**src/rtl/lsu_bus_adapter_pkg.sv**
```systemverilog
// lsu_bus_adapter_pkg: shared FSM state type and RV32I load/store funct3 encodings
package lsu_bus_adapter_pkg;
  typedef enum logic [1:0] {IDLE, REQ, WAIT_RSP, DONE} lsu_state_t;
  localparam logic [2:0] F3_B  = 3'b000;
  localparam logic [2:0] F3_H  = 3'b001;
  localparam logic [2:0] F3_W  = 3'b010;
  localparam logic [2:0] F3_BU = 3'b100;
  localparam logic [2:0] F3_HU = 3'b101;
endpackage

```
**src/rtl/lsu_align.sv**
```systemverilog
// lsu_align: store lane replication, byte strobes, load extraction/extension and misalignment check
module lsu_align
  import lsu_bus_adapter_pkg::*;
(
  input  logic [1:0]  addr,
  input  logic [2:0]  funct3,
  input  logic        we,
  input  logic [31:0] wdata,
  input  logic [31:0] rdata,
  output logic [3:0]  wstrb,
  output logic [31:0] wlane,
  output logic [31:0] rext,
  output logic        misaligned
);
  logic [15:0] sh;
  // size-dependent lane steering in both directions
  always_comb begin
    sh = 16'(rdata >> {addr, 3'b000});
    wstrb = !we ? 4'b0000 : funct3[1:0] == 2'b00 ? 4'b0001 << addr : funct3[1:0] == 2'b01 ? 4'b0011 << addr : 4'b1111;
    wlane = funct3[1:0] == 2'b00 ? {4{wdata[7:0]}} : funct3[1:0] == 2'b01 ? {2{wdata[15:0]}} : wdata;
    rext = funct3 == F3_B  ? {{24{sh[7]}}, sh[7:0]} :
           funct3 == F3_BU ? {24'b0, sh[7:0]} :
           funct3 == F3_H  ? {{16{sh[15]}}, sh[15:0]} :
           funct3 == F3_HU ? {16'b0, sh[15:0]} : rdata;
    misaligned = (funct3[1:0] == 2'b01 & addr[0]) | (funct3[1:0] == 2'b10 & addr != 2'b00);
  end
endmodule

```
**src/rtl/lsu_bus_adapter.sv**
```systemverilog
// lsu_bus_adapter: core load/store port to word-aligned valid/ready bus with stall, fault and timeout
module lsu_bus_adapter
  import lsu_bus_adapter_pkg::*;
#(
  parameter int TIMEOUT_CYCLES = 256,
  parameter int CNT_W = 9
) (
  input  logic        clk,
  input  logic        rst,
  input  logic [31:0] i_addr,
  input  logic [31:0] i_wdata,
  input  logic        i_read_en,
  input  logic        i_write_en,
  input  logic [2:0]  i_funct3,
  output logic [31:0] o_rdata,
  output logic        o_stall,
  output logic        o_fault,
  output logic        o_bus_req_valid,
  input  logic        i_bus_req_ready,
  output logic [31:0] o_bus_addr,
  output logic        o_bus_we,
  output logic [3:0]  o_bus_wstrb,
  output logic [31:0] o_bus_wdata,
  input  logic        i_bus_rsp_valid,
  input  logic [31:0] i_bus_rsp_rdata,
  input  logic        i_bus_rsp_err
);
  lsu_state_t state, state_n;
  logic [1:0] addr_q;
  logic [2:0] f3_q;
  logic [CNT_W-1:0] cnt;
  logic req, bad, tmo, mis;
  logic [3:0] strb;
  logic [31:0] wlane, rext;
  assign req = i_read_en | i_write_en;
  assign tmo = cnt == CNT_W'(TIMEOUT_CYCLES - 1);
  assign bad = (i_read_en & i_write_en) |
               (i_read_en & (i_funct3 == 3'b011 | i_funct3[2:1] == 2'b11)) |
               (i_write_en & (i_funct3[2] | i_funct3[1:0] == 2'b11)) | mis;
  lsu_align u_align (
    .addr       (state == IDLE ? i_addr[1:0] : addr_q),
    .funct3     (state == IDLE ? i_funct3 : f3_q),
    .we         (i_write_en),
    .wdata      (i_wdata),
    .rdata      (i_bus_rsp_rdata),
    .wstrb      (strb),
    .wlane      (wlane),
    .rext       (rext),
    .misaligned (mis)
  );
  // state register
  always_ff @(posedge clk or posedge rst)
    if (rst) state <= IDLE;
    else state <= state_n;
  // next state and stall; timeout wins over a same-cycle accept
  always_comb begin
    state_n = state;
    o_stall = 1'b1;
    case (state)
      IDLE: begin
        o_stall = req;
        state_n = !req ? IDLE : bad ? DONE : REQ;
      end
      REQ: state_n = tmo ? DONE : i_bus_req_ready ? WAIT_RSP : REQ;
      WAIT_RSP: state_n = (i_bus_rsp_valid | tmo) ? DONE : WAIT_RSP;
      DONE: begin
        o_stall = 1'b0;
        state_n = IDLE;
      end
    endcase
  end
  // latched request, bus fields, timeout counter and result registers
  always_ff @(posedge clk or posedge rst)
    if (rst) begin
      addr_q <= '0;
      f3_q <= '0;
      cnt <= '0;
      o_bus_req_valid <= 1'b0;
      o_bus_addr <= '0;
      o_bus_we <= 1'b0;
      o_bus_wstrb <= '0;
      o_bus_wdata <= '0;
      o_fault <= 1'b0;
      o_rdata <= '0;
    end else case (state)
      IDLE: if (req) begin
        addr_q <= i_addr[1:0];
        f3_q <= i_funct3;
        cnt <= '0;
        o_bus_req_valid <= !bad;
        o_bus_addr <= {i_addr[31:2], 2'b00};
        o_bus_we <= i_write_en;
        o_bus_wstrb <= strb;
        o_bus_wdata <= wlane;
        o_fault <= bad;
        if (bad) o_rdata <= '0;
      end
      REQ, WAIT_RSP: begin
        cnt <= cnt + 1'b1;
        if (tmo | (state == REQ & i_bus_req_ready)) o_bus_req_valid <= 1'b0;
        if (state == WAIT_RSP & i_bus_rsp_valid) begin
          o_fault <= i_bus_rsp_err;
          o_rdata <= (i_bus_rsp_err | o_bus_we) ? '0 : rext;
        end else if (tmo) begin
          o_fault <= 1'b1;
          o_rdata <= '0;
        end
      end
      DONE: o_fault <= 1'b0;
    endcase
endmodule

```
**config.mk**
```make
export PLATFORM = sky130hd
export DESIGN_NAME = lsu_bus_adapter
export DESIGN_NICKNAME = d
export VERILOG_FILES = /design/src/rtl/lsu_bus_adapter_pkg.sv /design/src/rtl/lsu_align.sv /design/src/rtl/lsu_bus_adapter.sv
export SDC_FILE = /design/constraint.sdc
export NUM_CORES = 1
export LEC_CHECK = 0
export CORE_ASPECT_RATIO = 1.1
export CORE_MARGIN = 8
export CORE_UTILIZATION = 42
export CTS_BUF_LIST = sky130_fd_sc_hd__clkbuf_8
export CTS_CLUSTER_DIAMETER = 200
export DETAILED_ROUTE_END_ITERATION = 8
export GPL_TIMING_DRIVEN = 0
export HOLD_SLACK_MARGIN = 0.12
export PLACE_DENSITY_LB_ADDON = 0.08
export SYNTH_ARGS = -nofsm -noshare
export SYNTH_HDL_FRONTEND = slang
export SYNTH_SLANG_ARGS = --single-unit
```
**constraint.sdc**
```tcl
create_clock -name clk -period 3.3 [get_ports clk]
set_input_delay 0.495 -clock clk [delete_from_list [all_inputs] [get_ports clk]]
set_output_delay 0.495 -clock clk [all_outputs]
set_load 0.02 [all_outputs]
```
# == Yosys cells after proc, flatten, opt, wreduce, memory -nomap -nowiden ==
# Index checks and enable logic that the tools add are counted.
# totals
reg_bits,117
latchBits,0
mem_bits_rw,0
mem_bits_ro,0
inputBits,106
wordCells,93
n_memories,0
# classes
n_addsub,1
mul,0
n_div,0
magnitude_cmp,0
eq_ne,16
shift,3
mux,33
bitwise_logic,17
n_reduce_logical,12
# ops
op,count
$mux 32,11
$pmux 32 s2,1
$shr 32x5->16,1
$pmux 9 s2,1
$mux 4,3
$eq 2x2->1 const B,5
$mux 2,5
$or 1x1->1,10
$add 9x1->9 const B,1
$eq 9x8->1 const B,1
$mux 9,1
$pmux 2 s4,1
$and 1x1->1,7
$eq 3x3->1 const B,2
$mux 1,6
$ne 2x2->1 const B,3
$reduce_and 2->1,3
$eq 2x1->1 const B,2
$logic_not 2->1,2
$pmux 1 s2,2
$reduce_and 4->1,1
$reduce_bool 2->1,2
$shl 1x2->4 const A,1
$shl 2x2->4 const A,1
9 further kinds,9

# == Longest topological paths before layout ==
# Gate-level depths: netlist of the first run.
# depth
word_depth,10
mapped_depth,11
depth_no_buf,9

# == Cells and area by module ==
# Synthesis of the first run repeated with hierarchy kept, for this count alone.
# unflattened
cells_unflattened,589
area_unflattened_um2,6279.8
# modules_own_cells
mod,n_inst,cells_per_inst,area_each_um2,seq_area_each_um2
lsu_bus_adapter,1,388,5019.8,2927.8
lsu_align,1,201,1260.0,0.0

# == Least setup slack after synthesis of the first run ==
# No wires, ideal clock.
# synth_path
path_type,register to register
startpoint,register cnt[0]
endpoint,register o_rdata[1]
arrival_ns,2.070
required_ns,3.166
setup_slack_ns,1.096
path_stages_with_launch,10
n_path_buf,1
path_cell_list,dfrtp_1 > ha_1 > and3_1 > and3_1 > ha_1 > nor2b_1 > a211oi_1 > o21ai_1 > clkbuf_1 > o21ai_0
# synth_between
elab_chain_cells,3
# synth_lines
element,line,rtl
from (decl),lsu_bus_adapter.sv:31,logic [CNT_W-1:0] cnt;
from (signal assigned),lsu_bus_adapter.sv:99,cnt <= cnt + 1'b1;
$eq 9x8->1,lsu_bus_adapter.sv:36,assign tmo = cnt == CNT_W'(TIMEOUT_CYCLES - 1);
$ne 3x3->1 (no source line),n/a,
$reduce_and 4->1 (no source line),n/a,
to (signal assigned),lsu_bus_adapter.sv:103,o_rdata <= (i_bus_rsp_err | o_bus_we) ? '0 : rext;
to (decl),lsu_bus_adapter.sv:15,"output logic [31:0] o_rdata,"
# No other way between the ends.
# A chain may end at the register's enable or synchronous reset.

# == Worst setup path in the final report of the first run ==
# layout_path
startpoint,register state[0]
endpoint,output o_stall
# layout_between
elab_chain_cells,2
# layout_lines
element,line,rtl
from (decl),lsu_bus_adapter.sv:28,"lsu_state_t state, state_n;"
from (signal assigned),lsu_bus_adapter.sv:54,else state <= state_n;
$eq 2x2->1 / $logic_not 2->1 (equally long branches),lsu_bus_adapter.sv:59,case (state)
$pmux 1 s2 *,lsu_bus_adapter.sv:59,
to (decl),lsu_bus_adapter.sv:16,"output logic o_stall,"
# Mark *: on every way between the ends. The rest lies on a longest branch, timed or not.

==> impl_metrics.env, run 1 <==
export IMPL_required_ns=2.80
export IMPL_slew_viol_final=0
export IMPL_yosys_area_share_adder_pct=1.67
export IMPL_io_pins=210
export IMPL_fin_skew_ns=0.00794
export IMPL_p_switching_uw=3610
export IMPL_arrival_ns=2.43
export IMPL_worst_slack_ns=0.372
export IMPL_post_route_drc_count=0
export IMPL_die_x_um=130
export IMPL_finish_instance_area_um2=8710
export IMPL_synth_top_cell_by_area="dfrtp_1"
export IMPL_reg2regPathDepth=10
export IMPL_ant_nets=0
export IMPL_pre_cts_ws_ns=0.553
export IMPL_seq_area_frac_synth_pct=49.0
export IMPL_hpwl_um=14900
export IMPL_synth_top_flop_cell="dfrtp_1"
export IMPL_cp_max_fo=7
export IMPL_status="complete, no violations"
export IMPL_wl_um=19100
export IMPL_rsz0062_at_grt="false"
export IMPL_root_buffer="clkbuf_8"
export IMPL_finalHoldViolations=0
export IMPL_relSlewSlack_pct=52.5
export IMPL_ys_ff_latch=117
export IMPL_drv_cap=0
export IMPL_endpoint_kind="output pin"
export IMPL_via_per_inst=5.42
export IMPL_cts_buffers=17
export IMPL_drive_above_1_share_pct=16.1
export IMPL_place_congestion=0.844
export IMPL_grt_pass1_wl_um=29800
export IMPL_synth_top_family_by_area="compound AO/OA/AOI/OAI gates"
export IMPL_synth_cells=575
export IMPL_synth_simple_gate_area_share_pct=11.4
export IMPL_tns_ns=0
export IMPL_synth_compound_area_share_pct=18.7
export IMPL_io_buffers=205
export IMPL_finalCritPeriodShare_pct=88.7
export IMPL_synth_warnings=0
export IMPL_place_area_um2=8330
export IMPL_clkSlewWorstSetupHoldPaths_ns=0.07
export IMPL_cts_hold_buffers_added=0
export IMPL_vias=5441
export IMPL_vdd_drop_max_mv=0.460
export IMPL_synth_xor_area_share_pct=0.732
export IMPL_htree_levels=4
export IMPL_avgSynthCellArea_um2=10.4
export IMPL_async_flop_share_pct=100
export IMPL_reg2reg_slack_ns=0.58
export IMPL_critPathCapture="o_stall"
export IMPL_cts_sink_count=117
export IMPL_netSwitchingFraction_pct=42.9
export IMPL_post_cts_buffers=0
export IMPL_wl_per_cell_um=19.1
export IMPL_min_period_ns=2.93
export IMPL_whs_ns=0.425
export IMPL_area_delta_synth_final_pct=45.7
export IMPL_die_area_um2=18300
export IMPL_antenna_found_initial=1
export IMPL_grt_use_total_pct=21.1
export IMPL_p_comb_share_pct=57.7
export IMPL_p_leak_uw=0.00369
export IMPL_synthMuxAreaShare_pct=14.0
export IMPL_rows=45
export IMPL_reg2reg_from="cnt[0]"
export IMPL_nets=917
export IMPL_p_clk_share_pct=15.0
export IMPL_powerDensity_nw_per_um2=965
export IMPL_grt_max_degree=41
export IMPL_drt_first_pass_iters=5
export IMPL_worstMarginPinSlew_ns=0.709
export IMPL_min_path_type="input port to flop"
export IMPL_ys_top_cells_by_area="dfrtp_1 49%, mux2_2 8.7%, o21ai_0 5.4%"
export IMPL_synth_edf_count=0
export IMPL_max_freq_ghz=0.342
export IMPL_p_int_uw=4800
export IMPL_grt_pass1_vias=5583
export IMPL_initial_core_util_pct=43.2
export IMPL_synth_cell_types=59
export IMPL_core_area_um2=13900
export IMPL_antenna_cells=0
export IMPL_cts_buffer_depth=2
export IMPL_setup_viol=0
export IMPL_cts_resized_gates=0
export IMPL_die_y_um=141
export IMPL_overflow=0
export IMPL_crit_type="flop to output pin"
export IMPL_crit_start="state[0]"
export IMPL_start_kind="flop"
export IMPL_clkLatencyLatePin_ns=0.44
export IMPL_seq_power_share_pct=27.4
export IMPL_yosysTopAreaCellShare_pct=49.0
export IMPL_drt_iter0_markers=437
export IMPL_netlist_area_um2=5980
export IMPL_r2r_end="o_rdata[16]"
export IMPL_tritoncts="yes"
## layout by cell type (no fill, tap or decap), types with 5 or more instances in the layout
cell,n
o22ai_1,5
nand3_1,6
clkbuf_8,19
o21ai_2,12
a2bb2oi_1,8
inv_1,12
clkbuf_1,5
dfrtp_1,117
o21ai_1,6
a21oi_1,27
o221ai_1,12
nand2_1,80
mux2i_1,28
o211ai_1,5
o21ai_0,65
clkdlybuf4s50_1,205
nor2_1,27
nor2b_1,9
a222oi_1,8
buf_2,18
buf_6,6
ha_1,8
nor3_1,6
mux2_2,46
buf_4,5
## state kept, by name (all words and copies together), names as in the netlist
register	flops
o_bus_we	1
o_bus_addr	30
o_bus_wdata	32
o_rdata	32
o_bus_req_valid	1
addr_q	2
cnt	9
f3_q	3
o_bus_wstrb	4
state	2
o_fault	1
## layout make-up
| type | count | area (µm²) |
|---|---|---|
| buffer | 36 | 221 |
| clock buffer | 19 | 262 |
| clock inverter | 12 | 116 |
| fill | 1236 | 5140 |
| inverter | 11 | 50.0 |
| multi-input combinational | 412 | 2790 |
| sequential | 117 | 2930 |
| tap | 188 | 235 |
| timing repair buffer | 208 | 2110 |
## kinds of logic after synthesis
family | count (synthesis)
multiplexers | 76
other | 1
AO/OA/AOI/OAI | 171
buffers and inverters | 47
AND/OR/NAND/NOR | 150
flip-flops | 117
XOR/XNOR | 5
adder cells (fa/ha/maj) | 8
## Yosys cell counts, types with 9 or more instances
cell type / instances
inv_1: 9
mux2i_1: 28
a21oi_1: 27
nor2b_1: 9
buf_2: 18
nand2_1: 80
dfrtp_1: 117
o221ai_1: 12
nor2_1: 27
o21ai_2: 12
o21ai_0: 65
mux2_2: 46
## routing by layer
layer / vias up / wire [µm] / track usage (%)
met5: - / 13 / 0
met4: 2 / 291 / 7.10
met3: 28 / 2060 / 8.90
met2: 234 / 9480 / 34.9
met1: 2639 / 7280 / 23.8
li1: 2538 / - / -
## worst max-delay path: stages (launching register included)
cell and delay, ns:
dfrtp_1 0.40, inv_1 0.08, ha_1 0.34, nor3b_2 0.51
a21oi_1 0.10, clkdlybuf4s50_1 0.57
## power by group through the flow
stage | Clock [µW] | Sequential, µW | Combinational (µW)
floorplan | 0 | 2840 | 2470
global placement | 0 | 2300 | 4790
detailed placement | 0 | 2330 | 4860
CTS | 1290 | 2300 | 4890
global route | 1350 | 2370 | 5240
finish | 1260 | 2300 | 4850
## metrics by stage
stage | power (µW) | cells | util, %
after floorplan | 5310 | 576 | -
after global placement | 7090 | 969 | 59.7
after detailed placement | 7190 | 972 | 60.2
after CTS | 8480 | 1003 | 62.9
after global routing | 8960 | 1003 | 62.9
final | 8410 | 1003 | 62.9
## worst min-delay path by stage
stage                         start              end  slack [ns]  cells after the start
detailed placement      o_rdata[30]      o_rdata[30]        0.47                      2
CTS                     i_funct3[0]          f3_q[0]        0.40                      2
floorplan                    cnt[5]           cnt[5]        0.50                      2
global placement    o_bus_wdata[17]  o_bus_wdata[17]        0.46                      2
finish                  i_funct3[0]          f3_q[0]        0.42                      2
global route            i_funct3[0]          f3_q[0]        0.42                      2
Power figures use the tool's default switching activity.
==> inputs of run 2 (changes only) <==
--- a/config.mk
+++ b/config.mk
@@ -8,7 +8,7 @@
 export CORE_ASPECT_RATIO = 1.1
 export CORE_MARGIN = 8
 export CORE_UTILIZATION = 42
-export CTS_BUF_LIST = sky130_fd_sc_hd__clkbuf_8
+export CTS_BUF_LIST = sky130_fd_sc_hd__clkbuf_4
 export CTS_CLUSTER_DIAMETER = 200
 export DETAILED_ROUTE_END_ITERATION = 8
 export GPL_TIMING_DRIVEN = 0
==> impl_metrics.env, run 2 (synthesized netlist as in run 1, its figures left out) <==
export IMPL_grt_pass1_wl_um=30000
export IMPL_vdd_drop_max_mv=0.541
export IMPL_drt_iter0_markers=386
export IMPL_wl_per_cell_um=19.1
export IMPL_setup_viol=0
export IMPL_drv_cap=0
export IMPL_htree_levels=4
export IMPL_slew_viol_final=0
export IMPL_finalHoldViolations=0
export IMPL_arrival_ns=2.53
export IMPL_path_delay_family="buffers and inverters"
export IMPL_layout_commonest_cell="clkdlybuf4s50_1"
export IMPL_core_area_um2=13900
export IMPL_endpoint_kind="output pin"
export IMPL_drt_first_pass_iters=5
export IMPL_tns_ns=0
export IMPL_hpwl_um=14900
export IMPL_place_congestion=0.844
export IMPL_ant_nets=0
export IMPL_rows=45
export IMPL_vias=5443
export IMPL_reg2reg_slack_ns=0.58
export IMPL_reg2regPathDepth=10
export IMPL_io_buffers=205
export IMPL_worstMarginPinSlew_ns=0.715
export IMPL_critPathMaxStageDelay_ns=0.56
export IMPL_cts_buffers=17
export IMPL_finalCritPeriodShare_pct=91.6
export IMPL_tritoncts="yes"
export IMPL_relSlewSlack_pct=52.1
export IMPL_p_leak_uw=0.00363
export IMPL_cp_num_buf_inv=2
export IMPL_io_pins=210
export IMPL_min_path_cells=2
export IMPL_grt_max_degree=41
export IMPL_fin_cells=1004
export IMPL_clkSlewWorstSetupHoldPaths_ns=0.11
export IMPL_min_path_type="input port to flop"
export IMPL_post_route_drc_count=0
export IMPL_drive_above_1_share_pct=16.3
export IMPL_worst_slack_ns=0.276
export IMPL_via_per_inst=5.42
export IMPL_max_freq_ghz=0.331
export IMPL_die_area_um2=18300
export IMPL_start_kind="flop"
export IMPL_nets=917
export IMPL_slowest_stage="clkdlybuf4s50_1"
export IMPL_min_period_ns=3.02
export IMPL_final_cell_mix="205 x clkdlybuf4s50_1, 117 x dfrtp_1, 80 x nand2_1"
export IMPL_area_delta_synth_final_pct=43.9
export IMPL_grt_use_total_pct=21.1
export IMPL_grt_pass1_vias=5606
export IMPL_overflow=0
export IMPL_cts_sink_count=117
export IMPL_post_route_util_pct=62.1
export IMPL_antenna_found_initial=1
export IMPL_initial_core_util_pct=43.2
export IMPL_placed_cells=972
export IMPL_hold_path_startpoint="i_funct3[0]"
export IMPL_cts_resized_gates=0
export IMPL_die_y_um=141
export IMPL_pre_cts_ws_ns=0.553
export IMPL_total_power_uw=8160
export IMPL_cts_buffer_depth=2
export IMPL_worstPathCellList="inv_1 > ha_1 > nor3b_2 > a21oi_1 > clkdlybuf4s50_1"
export IMPL_powerDensity_nw_per_um2=949
export IMPL_die_x_um=130
export IMPL_wl_um=19200
export IMPL_root_buffer="clkbuf_4"
export IMPL_r2r_end="o_rdata[16]"
export IMPL_top_regs="o_bus_wdata (32), o_rdata (32), o_bus_addr (30)"
export IMPL_crit_type="flop to output pin"
export IMPL_hold_path_end="f3_q[0]"
export IMPL_rsz0062_at_grt="false"
export IMPL_cts_hold_buffers_added=0
export IMPL_status="complete, no violations"
export IMPL_clkLatencyLatePin_ns=0.54
export IMPL_required_ns=2.80
export IMPL_cp_max_fo=7
export IMPL_reg2reg_from="cnt[0]"
export IMPL_fin_skew_ns=0.0169
export IMPL_post_cts_buffers=0
## run 2: metrics by stage
step / instance area [µm²] / hold WS [ns]
finish: 8600 / 0.318
floorplan: 5990 / 0.497
CTS: 8600 / 0.281
detailed placement: 8330 / 0.469
global placement: 8270 / 0.461
global route: 8600 / 0.294
## run 2: how the worst max path moves through the flow
stage / endpoint / startpoint / cells after the start / slack [ns]
after floorplan: o_rdata[1] / cnt[0] / 9 / 1.10
after global placement: o_bus_wdata[2] / rst / 2 / 0.24
after detailed placement: o_rdata[13] / i_funct3[1] / 7 / 0.55
after CTS: o_stall / state[0] / 5 / 0.21
after global routing: o_stall / state[0] / 5 / 0.11
final: o_stall / state[0] / 5 / 0.28
## run 2: final cells by class
type	instances	area (µm²)
buffer	36	221
antenna	1	2.50
timing repair buffer	208	2110
multi-input combinational	412	2790
tap	188	235
sequential	117	2930
fill	1253	5250
inverter	11	50.0
clock inverter	10	109
clock buffer	21	158
## run 2: power by group
part	total, µW	internal, µW	switching, µW	leakage, µW
Combinational	4850	2130	2720	0.00201
Clock	1010	471	539	0.000140
Sequential	2300	1970	326	0.00148
Total	8160	4570	3590	0.00363
## run 2: routing by layer
layer,vias to the layer above,track usage [%],part of all wire [%]
li1,2551,-,-
met5,-,0,0.052
met3,42,8.49,10
met1,2624,23.9,39
met4,2,8.57,2.3
met2,224,34.7,49
## run 2: worst register-to-register path, cell delays in order (launching register included)
cell	delay, ns
dfrtp_1	0.44
ha_1	0.27
and3_1	0.24
and3_1	0.17
ha_1	0.19
nor2b_1	0.10
a211oi_1	0.29
o21a_1	0.27
o211ai_2	0.28
buf_6	0.27
o21ai_2	0.14
